--- src/rtl/data_mux_pkg.sv ---
// +----------------------------------------------------------------------------+
// | data_mux_pkg : shared mode encodings, channel indices, FSM states and      |
// |                slot-rotation helpers for data_multiplex / data_demultiplex |
// | Rev 1.0                                                                    |
// +----------------------------------------------------------------------------+
`default_nettype none

package data_mux_pkg;

  localparam logic [1:0] MODE_HALT = 2'b00;
  localparam logic [1:0] MODE_FWD  = 2'b01;
  localparam logic [1:0] MODE_REV  = 2'b10;
  localparam logic [1:0] MODE_FIX  = 2'b11;

  typedef logic [1:0] ch_idx_t;

  localparam ch_idx_t CH1 = 2'd0;
  localparam ch_idx_t CH2 = 2'd1;
  localparam ch_idx_t CH3 = 2'd2;

  typedef enum logic [0:0] {
    ST_IDLE = 1'b0,
    ST_RUN  = 1'b1
  } state_t;

  function automatic ch_idx_t first_ch(input logic [1:0] m);
    return (m == MODE_REV) ? CH3 : CH1;
  endfunction

  function automatic ch_idx_t next_ch(input ch_idx_t c, input logic [1:0] m);
    ch_idx_t n;
    n = CH1;
    case (m)
      MODE_FWD: begin
        case (c)
          CH1:     n = CH2;
          CH2:     n = CH3;
          default: n = CH1;
        endcase
      end
      MODE_REV: begin
        case (c)
          CH3:     n = CH2;
          CH2:     n = CH1;
          default: n = CH3;
        endcase
      end
      default: n = CH1;
    endcase
    return n;
  endfunction

  function automatic logic [2:0] ch_onehot(input ch_idx_t c);
    logic [2:0] v;
    case (c)
      CH1:     v = 3'b001;
      CH2:     v = 3'b010;
      CH3:     v = 3'b100;
      default: v = 3'b000;
    endcase
    return v;
  endfunction

endpackage

`default_nettype wire

--- src/rtl/dwell_counter.sv ---
// +----------------------------------------------------------------------------+
// | dwell_counter : per-slot dwell timer with frame load, clear and terminal   |
// |                 flag; the count is the 1-based index of the current cycle  |
// | Rev 1.0                                                                    |
// +----------------------------------------------------------------------------+
`default_nettype none

module dwell_counter
  import data_mux_pkg::*;
#(
  parameter int CNT_W = 4
) (
  input  logic             clk,
  input  logic             rst_n,
  input  logic             i_clear,
  input  logic             i_load,
  input  logic [CNT_W-1:0] i_load_val,
  input  logic             i_advance,
  output logic             o_term,
  output logic             o_first
);

  localparam logic [CNT_W-1:0] c_ONE = {{(CNT_W-1){1'b0}}, 1'b1};
  localparam logic [CNT_W-1:0] c_TWO = {{(CNT_W-2){1'b0}}, 2'b10};

  logic [CNT_W-1:0] r_cnt;
  logic [CNT_W-1:0] r_dwell_q;
  logic [CNT_W-1:0] w_eff;

  assign w_eff = (i_load_val == '0) ? c_ONE : i_load_val;

  // The load cycle is itself index 1, so a one-cycle dwell terminates at once.
  assign o_term  = i_load ? (w_eff == c_ONE) : (i_advance && (r_cnt == r_dwell_q));
  assign o_first = i_load || (i_advance && (r_cnt == c_ONE));

  always_ff @(posedge clk or negedge rst_n) begin
    if (!rst_n) begin
      r_cnt     <= '0;
      r_dwell_q <= '0;
    end else if (i_clear) begin
      r_cnt     <= '0;
      r_dwell_q <= '0;
    end else if (i_load) begin
      r_dwell_q <= w_eff;
      r_cnt     <= (w_eff == c_ONE) ? c_ONE : c_TWO;
    end else if (i_advance) begin
      r_cnt     <= o_term ? c_ONE : (r_cnt + c_ONE);
    end
  end

endmodule

`default_nettype wire

--- src/rtl/data_demultiplex.sv ---
// +----------------------------------------------------------------------------+
// | data_demultiplex : rebuilds DS1/DS2/DS3 from the TDM stream of            |
// |                    data_multiplex, aligned by frame_start.                |
// | Optional feature macro: DWELL_CHECK_EN (sticky dwell-stability error)     |
// | Rev 1.0                                                                    |
// +----------------------------------------------------------------------------+
`default_nettype none

module data_demultiplex
  import data_mux_pkg::*;
#(
  parameter int DATA_W = 8,
  parameter int CNT_W  = 4
) (
  input  logic              clk,
  input  logic              rst_n,
  input  logic [1:0]        mode,
  input  logic [CNT_W-1:0]  switch_clk_cycles,
  input  logic              frame_start,
  input  logic [DATA_W-1:0] in_data,
  output logic [DATA_W-1:0] ch1_data,
  output logic [DATA_W-1:0] ch2_data,
  output logic [DATA_W-1:0] ch3_data,
  output logic [2:0]        ch_valid,
  output logic              active,
  output logic              sync_lost,
  output logic              dwell_err
);

  state_t     r_state;
  state_t     w_state_nxt;
  logic [1:0] r_mode_q;
  ch_idx_t    r_slot;

  logic       w_mode_change;
  logic       w_start;
  logic       w_advance;
  logic       w_capture;
  logic       w_term;
  logic       w_first;
  ch_idx_t    w_slot_cur;
  ch_idx_t    w_slot_nxt;
  logic [1:0] w_mode_eff;

  dwell_counter #(
    .CNT_W(CNT_W)
  ) u_dwell (
    .clk       (clk),
    .rst_n     (rst_n),
    .i_clear   (w_mode_change),
    .i_load    (w_start),
    .i_load_val(switch_clk_cycles),
    .i_advance (w_advance),
    .o_term    (w_term),
    .o_first   (w_first)
  );

  always_ff @(posedge clk or negedge rst_n) begin
    if (!rst_n) r_state <= ST_IDLE;
    else        r_state <= w_state_nxt;
  end

  always_comb begin
    w_state_nxt   = r_state;
    w_mode_change = 1'b0;
    w_start       = 1'b0;
    w_advance     = 1'b0;
    case (r_state)
      ST_IDLE: begin
        if (frame_start && (mode != MODE_HALT)) begin
          w_start     = 1'b1;
          w_state_nxt = ST_RUN;
        end
      end
      ST_RUN: begin
        // A mode change outranks a realigning frame_start.
        if (mode != r_mode_q) begin
          w_mode_change = 1'b1;
          w_state_nxt   = ST_IDLE;
        end else if (frame_start && (mode != MODE_HALT)) begin
          w_start = 1'b1;
        end else begin
          w_advance = 1'b1;
        end
      end
      default: w_state_nxt = ST_IDLE;
    endcase
    w_slot_cur = w_start ? first_ch(mode) : r_slot;
    w_mode_eff = w_start ? mode : r_mode_q;
    w_slot_nxt = next_ch(w_slot_cur, w_mode_eff);
    w_capture  = (w_start || w_advance) && w_term;
  end

  always_ff @(posedge clk or negedge rst_n) begin
    if (!rst_n) begin
      r_mode_q  <= MODE_HALT;
      r_slot    <= CH1;
      ch1_data  <= '0;
      ch2_data  <= '0;
      ch3_data  <= '0;
      ch_valid  <= 3'b000;
      active    <= 1'b0;
      sync_lost <= 1'b0;
    end else begin
      ch_valid  <= 3'b000;
      sync_lost <= w_mode_change;
      active    <= (w_state_nxt == ST_RUN);
      if (w_start) r_mode_q <= mode;
      if (w_capture) begin
        case (w_slot_cur)
          CH1:     ch1_data <= in_data;
          CH2:     ch2_data <= in_data;
          default: ch3_data <= in_data;
        endcase
        ch_valid <= ch_onehot(w_slot_cur);
        r_slot   <= w_slot_nxt;
      end else if (w_start) begin
        r_slot <= w_slot_cur;
      end
    end
  end

`ifdef DWELL_CHECK_EN
  logic [DATA_W-1:0] r_ref;

  always_ff @(posedge clk or negedge rst_n) begin
    if (!rst_n) begin
      r_ref     <= '0;
      dwell_err <= 1'b0;
    end else if (w_first) begin
      r_ref <= in_data;
    end else if (w_advance && (in_data != r_ref)) begin
      dwell_err <= 1'b1;
    end
  end
`else
  logic w_unused_first;
  assign w_unused_first = w_first;
  assign dwell_err      = 1'b0;
`endif

endmodule

`default_nettype wire

--- config.mk ---
export PLATFORM = sky130hd
export DESIGN_NAME = data_demultiplex
export DESIGN_NICKNAME = d
export VERILOG_FILES = /design/src/rtl/data_mux_pkg.sv /design/src/rtl/dwell_counter.sv /design/src/rtl/data_demultiplex.sv
export SDC_FILE = /design/constraint.sdc
export NUM_CORES = 1
export LEC_CHECK = 0
export ABC_AREA = 1
export CAP_MARGIN = 20
export CORE_MARGIN = 2
export CORE_UTILIZATION = 35
export CTS_CLUSTER_DIAMETER = 150
export DETAILED_ROUTE_END_ITERATION = 6
export PLACE_DENSITY = 0.65
export SYNTH_ARGS = -nofsm -noshare
export SYNTH_HDL_FRONTEND = slang
export SYNTH_SLANG_ARGS = --single-unit
--- constraint.sdc ---
create_clock -name clk -period 2.1 [get_ports clk]
set_clock_uncertainty 0.05 [all_clocks]
set_input_delay 0.63 -clock clk [delete_from_list [all_inputs] [get_ports clk]]
set_output_delay 0.63 -clock clk [all_outputs]
set_load 0.05 [all_outputs]
# ---- Word level (Yosys, flattened, before mapping)
# Cells that the tools add are included.
dict set report word_totals {
  reg_bits 41
  in_bits 17
  output_inout_bits 30
  elab_cells 64
}
dict set report op_classes {
  addsub 1
  eq_ne 8
  n_mux 29
  n_bitwise 2
  n_reduce_logical 14
}
# cell count
set ops {}
lappend ops {{$mux 4} 7}
lappend ops {{$mux 2} 6}
lappend ops {{$pmux 2 s2} 3}
lappend ops {{$mux 1} 9}
lappend ops {{$pmux 3 s3} 1}
lappend ops {{$eq 2x2->1 const B} 3}
lappend ops {{$reduce_and 2->1} 3}
lappend ops {{$reduce_bool 2->1} 3}
lappend ops {{$add 4x1->4 const B} 1}
lappend ops {{$eq 2x1->1 const B} 2}
lappend ops {{$eq 4x1->1 const B} 1}
lappend ops {{$eq 4x4->1} 1}
lappend ops {{$logic_not 4->1} 1}
lappend ops {{$pmux 1 s2} 2}
lappend ops {{$logic_and 1x1->1} 3}
lappend ops {{$mux 3} 1}
lappend ops {{$reduce_bool 3->1} 1}
lappend ops {{$logic_not 2->1} 1}
lappend ops {{$ne 2x2->1} 1}
lappend ops {{$not 1->1} 2}
lappend ops {{$reduce_or 2->1} 1}
lappend ops {{$logic_or 1x1->1} 1}

# ---- Depth between registers and ports, before layout
dict set report depth {
  ltp_word 11
  depth_mapped 16
  ltp_nobuf 15
}

# ---- Cells and area by module
# From an unflattened synthesis, not the netlist that was laid out.
dict set report unflattened {
  hier_cells 233
  hier_area_um2 2053.2
}
# mod instances cells_per_inst area_per_inst_um2 seq_area_each_um2
set by_module_without_submodules {}
lappend by_module_without_submodules {data_demultiplex 1 154 1522.7 825.8}
lappend by_module_without_submodules {dwell_counter 1 79 530.5 200.2}

# ---- Least setup slack after synthesis
# Ideal clock, no wire load.
dict set report synth_timing {
  path_kind {in2reg}
  start {input port mode[0]}
  end {register ch3_data[0]}
  setup_ns 0.119
  arrival_time_ns 2.361
  t_required_ns 1.931
  slack_ns -0.431
  path_stages 16
  path_buffers 1
  cell_sequence {inv_2 > nand2_1 > nand2_1 > nand2_2 > nand2_4 > nand2_2 > inv_1 > nand2_1 > nand2_1 > inv_1 > ha_1 > clkbuf_1 > nor2_2 > nand2_8 > nand2_1 > nand2_1}
}
dict set report synth_between {
  elab_chain_len 10
  elab_cells_between_ends 21
  classes_between {eq/ne: 3; mux: 9; bitwise: 1; reduce/logical: 8}
}
# element line_no
set synth_rtl {}
lappend synth_rtl {{from (decl)} data_demultiplex.sv:17} ;# input logic [1:0] mode,
lappend synth_rtl {{$reduce_bool 2->1} {data_demultiplex.sv:70, data_demultiplex.sv:80}}
lappend synth_rtl {{$logic_and 1x1->1} {data_demultiplex.sv:70, data_demultiplex.sv:80}}
lappend synth_rtl {{$mux 1} {data_demultiplex.sv:70, data_demultiplex.sv:80}}
lappend synth_rtl {{$mux 1} data_demultiplex.sv:77} ;# if (mode != r_mode_q) begin
lappend synth_rtl {{$pmux 1 s2} data_demultiplex.sv:68} ;# case (r_state)
lappend synth_rtl {{$mux 2} data_demultiplex.sv:88} ;# w_slot_cur = w_start ? first_ch(mode) : r_slot;
lappend synth_rtl {{$eq 2x1->1 or $logic_not 2->1 (tied branches)} data_demultiplex.sv:110} ;# case (w_slot_cur)
lappend synth_rtl {{$reduce_or 2->1 (no source line)} -}
lappend synth_rtl {{$not 1->1 (no source line)} -}
lappend synth_rtl {{$reduce_and 2->1 (no source line) *} -}
lappend synth_rtl {{to (signal assigned)} data_demultiplex.sv:113} ;# default: ch3_data <= in_data;
lappend synth_rtl {{to (decl)} data_demultiplex.sv:23} ;# output logic [DATA_W-1:0] ch3_data,
# Mark *: on every way between the ends. The rest lies on a longest branch, timed or not.
# A chain may end at the register's enable or synchronous reset.

# ---- Worst setup path in the final report
dict set report layout_timing {
  start {input port mode[0]}
  end {register ch3_data[5]}
}
# Same word-level chain as after synthesis.

==> results by group <==
Power
  – P_leak: 1.60 nW
  – Cell Pwr Density: approximately 1400 nW/µm²
  – Max IR drop VDD: about 540 µV
  – Final Total Pwr: roughly 4.1 mW

Floorplanning
  – DIE HEIGHT: 79.9 µm
  – I/O pin total: 47
  – Cell Rows: 27
  – Core footprint: approximately 5500 µm²
  – Die Area: ~6400 µm²
  – Die width: 79.9 µm
  – Starting Density: 36.4%

Finish
  – Area growth from synthesis to layout: 45.5%
  – Final Cell Area: 2940 µm²
  – Share of layout cells above drive strength 1: approximately a third
  – Post-route non-filler standard cell count: approximately 390
  – Ant diodes: 0
  – Commonest non-fill, non-tap cell in the layout: nand2_1
  – # nets final: between 300 and 400
  – Most frequent cells in the layout: nand2_1, buf_4, dfrtp_1, nand3_1, inv_1
  – Final cell utilization of the core: about 53%

Timing
  – Setup-failing EPs final: 0
  – Final Critical Period: 1.99 ns
  – Fin Hold WS: 0.337 ns
  – Hold Fails Final Rpt: 0
  – Part of the cycle the worst path needs: 94.8%
  – RSZ-0062 raised after global routing: no
  – Worst Max-Slew Pin Slew: 0.533 ns
  – Max Clock Freq: between 0.5 and 0.6 GHz
  – Number of slew-limit violations in the final report: 0
  – Rel. slew slack: 64.5%

Placed design
  – DP HPWL: roughly 3.5 mm
  – Placed cell count: 377
  – PortBufs: 45
  – RD Place Congestion: between 0.7 and 0.8
  – Dpl cell area: between 2000 and 3000 µm²

GRT
  – First-pass GRT wire length: 7.76 mm
  – Total GRT Usage: roughly 16%
  – Remaining Overflow, GRT: 0
  – Vias in the first global route: 1,688
  – Largest net degree at the start of global routing: between 40 and 50
  – Initial antenna violation count: 0

Worst setup path
  – Crit path DAT: 2.12 ns
  – CP endpoint kind: register
  – Worst-path cell chain: clkbuf_2 > buf_12 > inv_12 > nand2_2 > nand2_2 > nand2_2 > nand2_4 > nand2_8 > inv_8 > nand2_4 > nand2_4 > inv_4 > ha_4 > nor2_4 > buf_12 > nand2_8 > nand2_1 > nand2_1
  – Delay-heaviest family, CP: simple AND/OR/NAND/NOR gates
  – Required time of the critical path: ~2.2 ns
  – Largest fanout on the critical path: 8
  – Crit path launch type: input pin
  – Crit Path Class: input pin to register
  – CP max stage delay: approximately 0.17 ns
  – Bufs and invs on worst path: 6
  – CP max stage cell: nor2_4

Clocking
  – CTS Buf Count: 5
  – Clock Tree Buf Depth: 2
  – TritonCTS clock tree: yes
  – CTS sink cnt: 41
  – CTS Root Buffer Type: clkbuf_8
  – Worst skew pair latency: 0.29 ns
  – Htree depth: 2
  – Cts hold-fix bufs: 0
  – Clk slew on worst S/H paths: 0.08 ns

Detailed routing
  – Initial DRC count: between 90 and 100
  – WL/cell: 11.8 µm
  – Total routed wirelength: 4.60 mm
  – Vias per std cell: 4.45
  – Routed Antenna Nets: 0
  – Via Count: 1,740
  – Pre-Repair DR Iteration Count: 4
  – DR DRC count: 0

Worst hold path
  – Hold Crit Class: input pin to asynchronous set/reset pin

Logic synthesis
  – Distinct cells, synth: 23
  – Post-Syn Instances: 242
  – Synth warnings: 0
  – Synth Cell Area: 2020 µm²
  – Yosys reg bits: 41
  – Syn Area/Cell: 8.33 µm²
  – Net Count, Synth: 268
  – Seq/Total Area, Yosys: between 50% and 60%

Flow run
  – Max-cap violation count: 0

Outcome
  – Status: finished clean
[worst paths after layout]
check,end,cells after the start,startpoint,slack (ns)
setup / recovery,ch3_data[5],18,mode[0],0.11
hold / removal,ch_valid[2],2,rst_n,0.34
setup reg to reg,ch3_data[5],16,r_mode_q[0],0.22
hold reg to reg,ch1_data[7],2,ch1_data[7],0.42
max in group asynchronous,u_dwell.r_dwell_q[0],2,rst_n,1.28
min in group clk,ch1_data[7],2,ch1_data[7],0.42
[flip-flops by register name, summed over array words and instances (netlist names)]
signal and flops:
active 1, ch1_data 8, ch2_data 8, ch3_data 8, ch_valid 3, r_mode_q 2, r_slot 2, sync_lost 1
u_dwell.r_cnt 4, u_dwell.r_dwell_q 4
[routing by layer]
layer / routed length (µm) / GRT usage, % / up-vias
met5: 0 / 0 / -
met4: 72 / 6.44 / 0
met3: 141 / 3.05 / 5
met2: 2250 / 25.5 / 38
met1: 2140 / 20.4 / 802
li1: - / - / 895
[synth_stat cells, drive strengths merged]
cell type    n  area share (%)
nand2      103              21
dfrtp       41              51
inv         28             5.2
nand3       28             7.2
nor2        10             2.1
ha           9             5.6
o21ai        9             2.4
buf          5             2.7
a21oi        3            0.74
nor3         2            0.50
xor2         2            0.87
clkbuf       1            0.19
conb         1            0.19
[kinds of logic after synthesis]
group           after synthesis  share of synthesized area, %
flops                        41                          50.9
fa+ha+maj                     9                          5.58
buf+inv                      34                          8.06
other cells                   1                         0.186
compound gates               12                          3.16
xor+xnor                      2                         0.869
simple gates                143                          31.3
[through the flow]
step | setup WS [ns] | setup TNS (ns)
finish | 0.109 | 0
global route | 0.0108 | 0
CTS | 0.0112 | 0
detailed placement | -0.527 | -14.36
global placement | -0.473 | -13.35
floorplan | -0.0371 | -0.297
[cell type report]
| cell class | instances | area (µm²) |
|---|---|---|
| flip-flops and latches | 41 | 1030 |
| repair buffers | 75 | 658 |
| clock inverters | 1 | 30.0 |
| multi-input cells | 167 | 917 |
| clock buffers | 7 | 86.3 |
| well taps | 72 | 90.1 |
| fillers | 526 | 2610 |
| inverters | 28 | 128 |
[worst register-to-register path: stages (launching register included)]
cell     delay [ns]
dfrtp_1        0.41
inv_1          0.07
nand2_2        0.05
nand2_2        0.06
nand2_2        0.07
nand2_4        0.09
nand2_8        0.07
inv_8          0.07
nand2_4        0.05
nand2_4        0.06
inv_4          0.05
ha_4           0.16
nor2_4         0.17
buf_12         0.14
nand2_8        0.08
nand2_1        0.06
nand2_1        0.05
[what timing repair did]
action,in CTS,in global routing
endpoints found under the hold margin,0,0
gates cloned,0,1
setup endpoints to repair,28,26
buffers inserted,1,4
pin swaps,0,5
gates resized for setup,3,17
[where the power goes]
| part | switching, mW | internal [mW] |
|---|---|---|
| clock | 0.265 | 0.387 |
| sequential | 0.189 | 1.05 |
| combinational | 1.40 | 0.825 |
| total | 1.86 | 2.26 |
No activity file was read; power rests on OpenSTA's default activity.
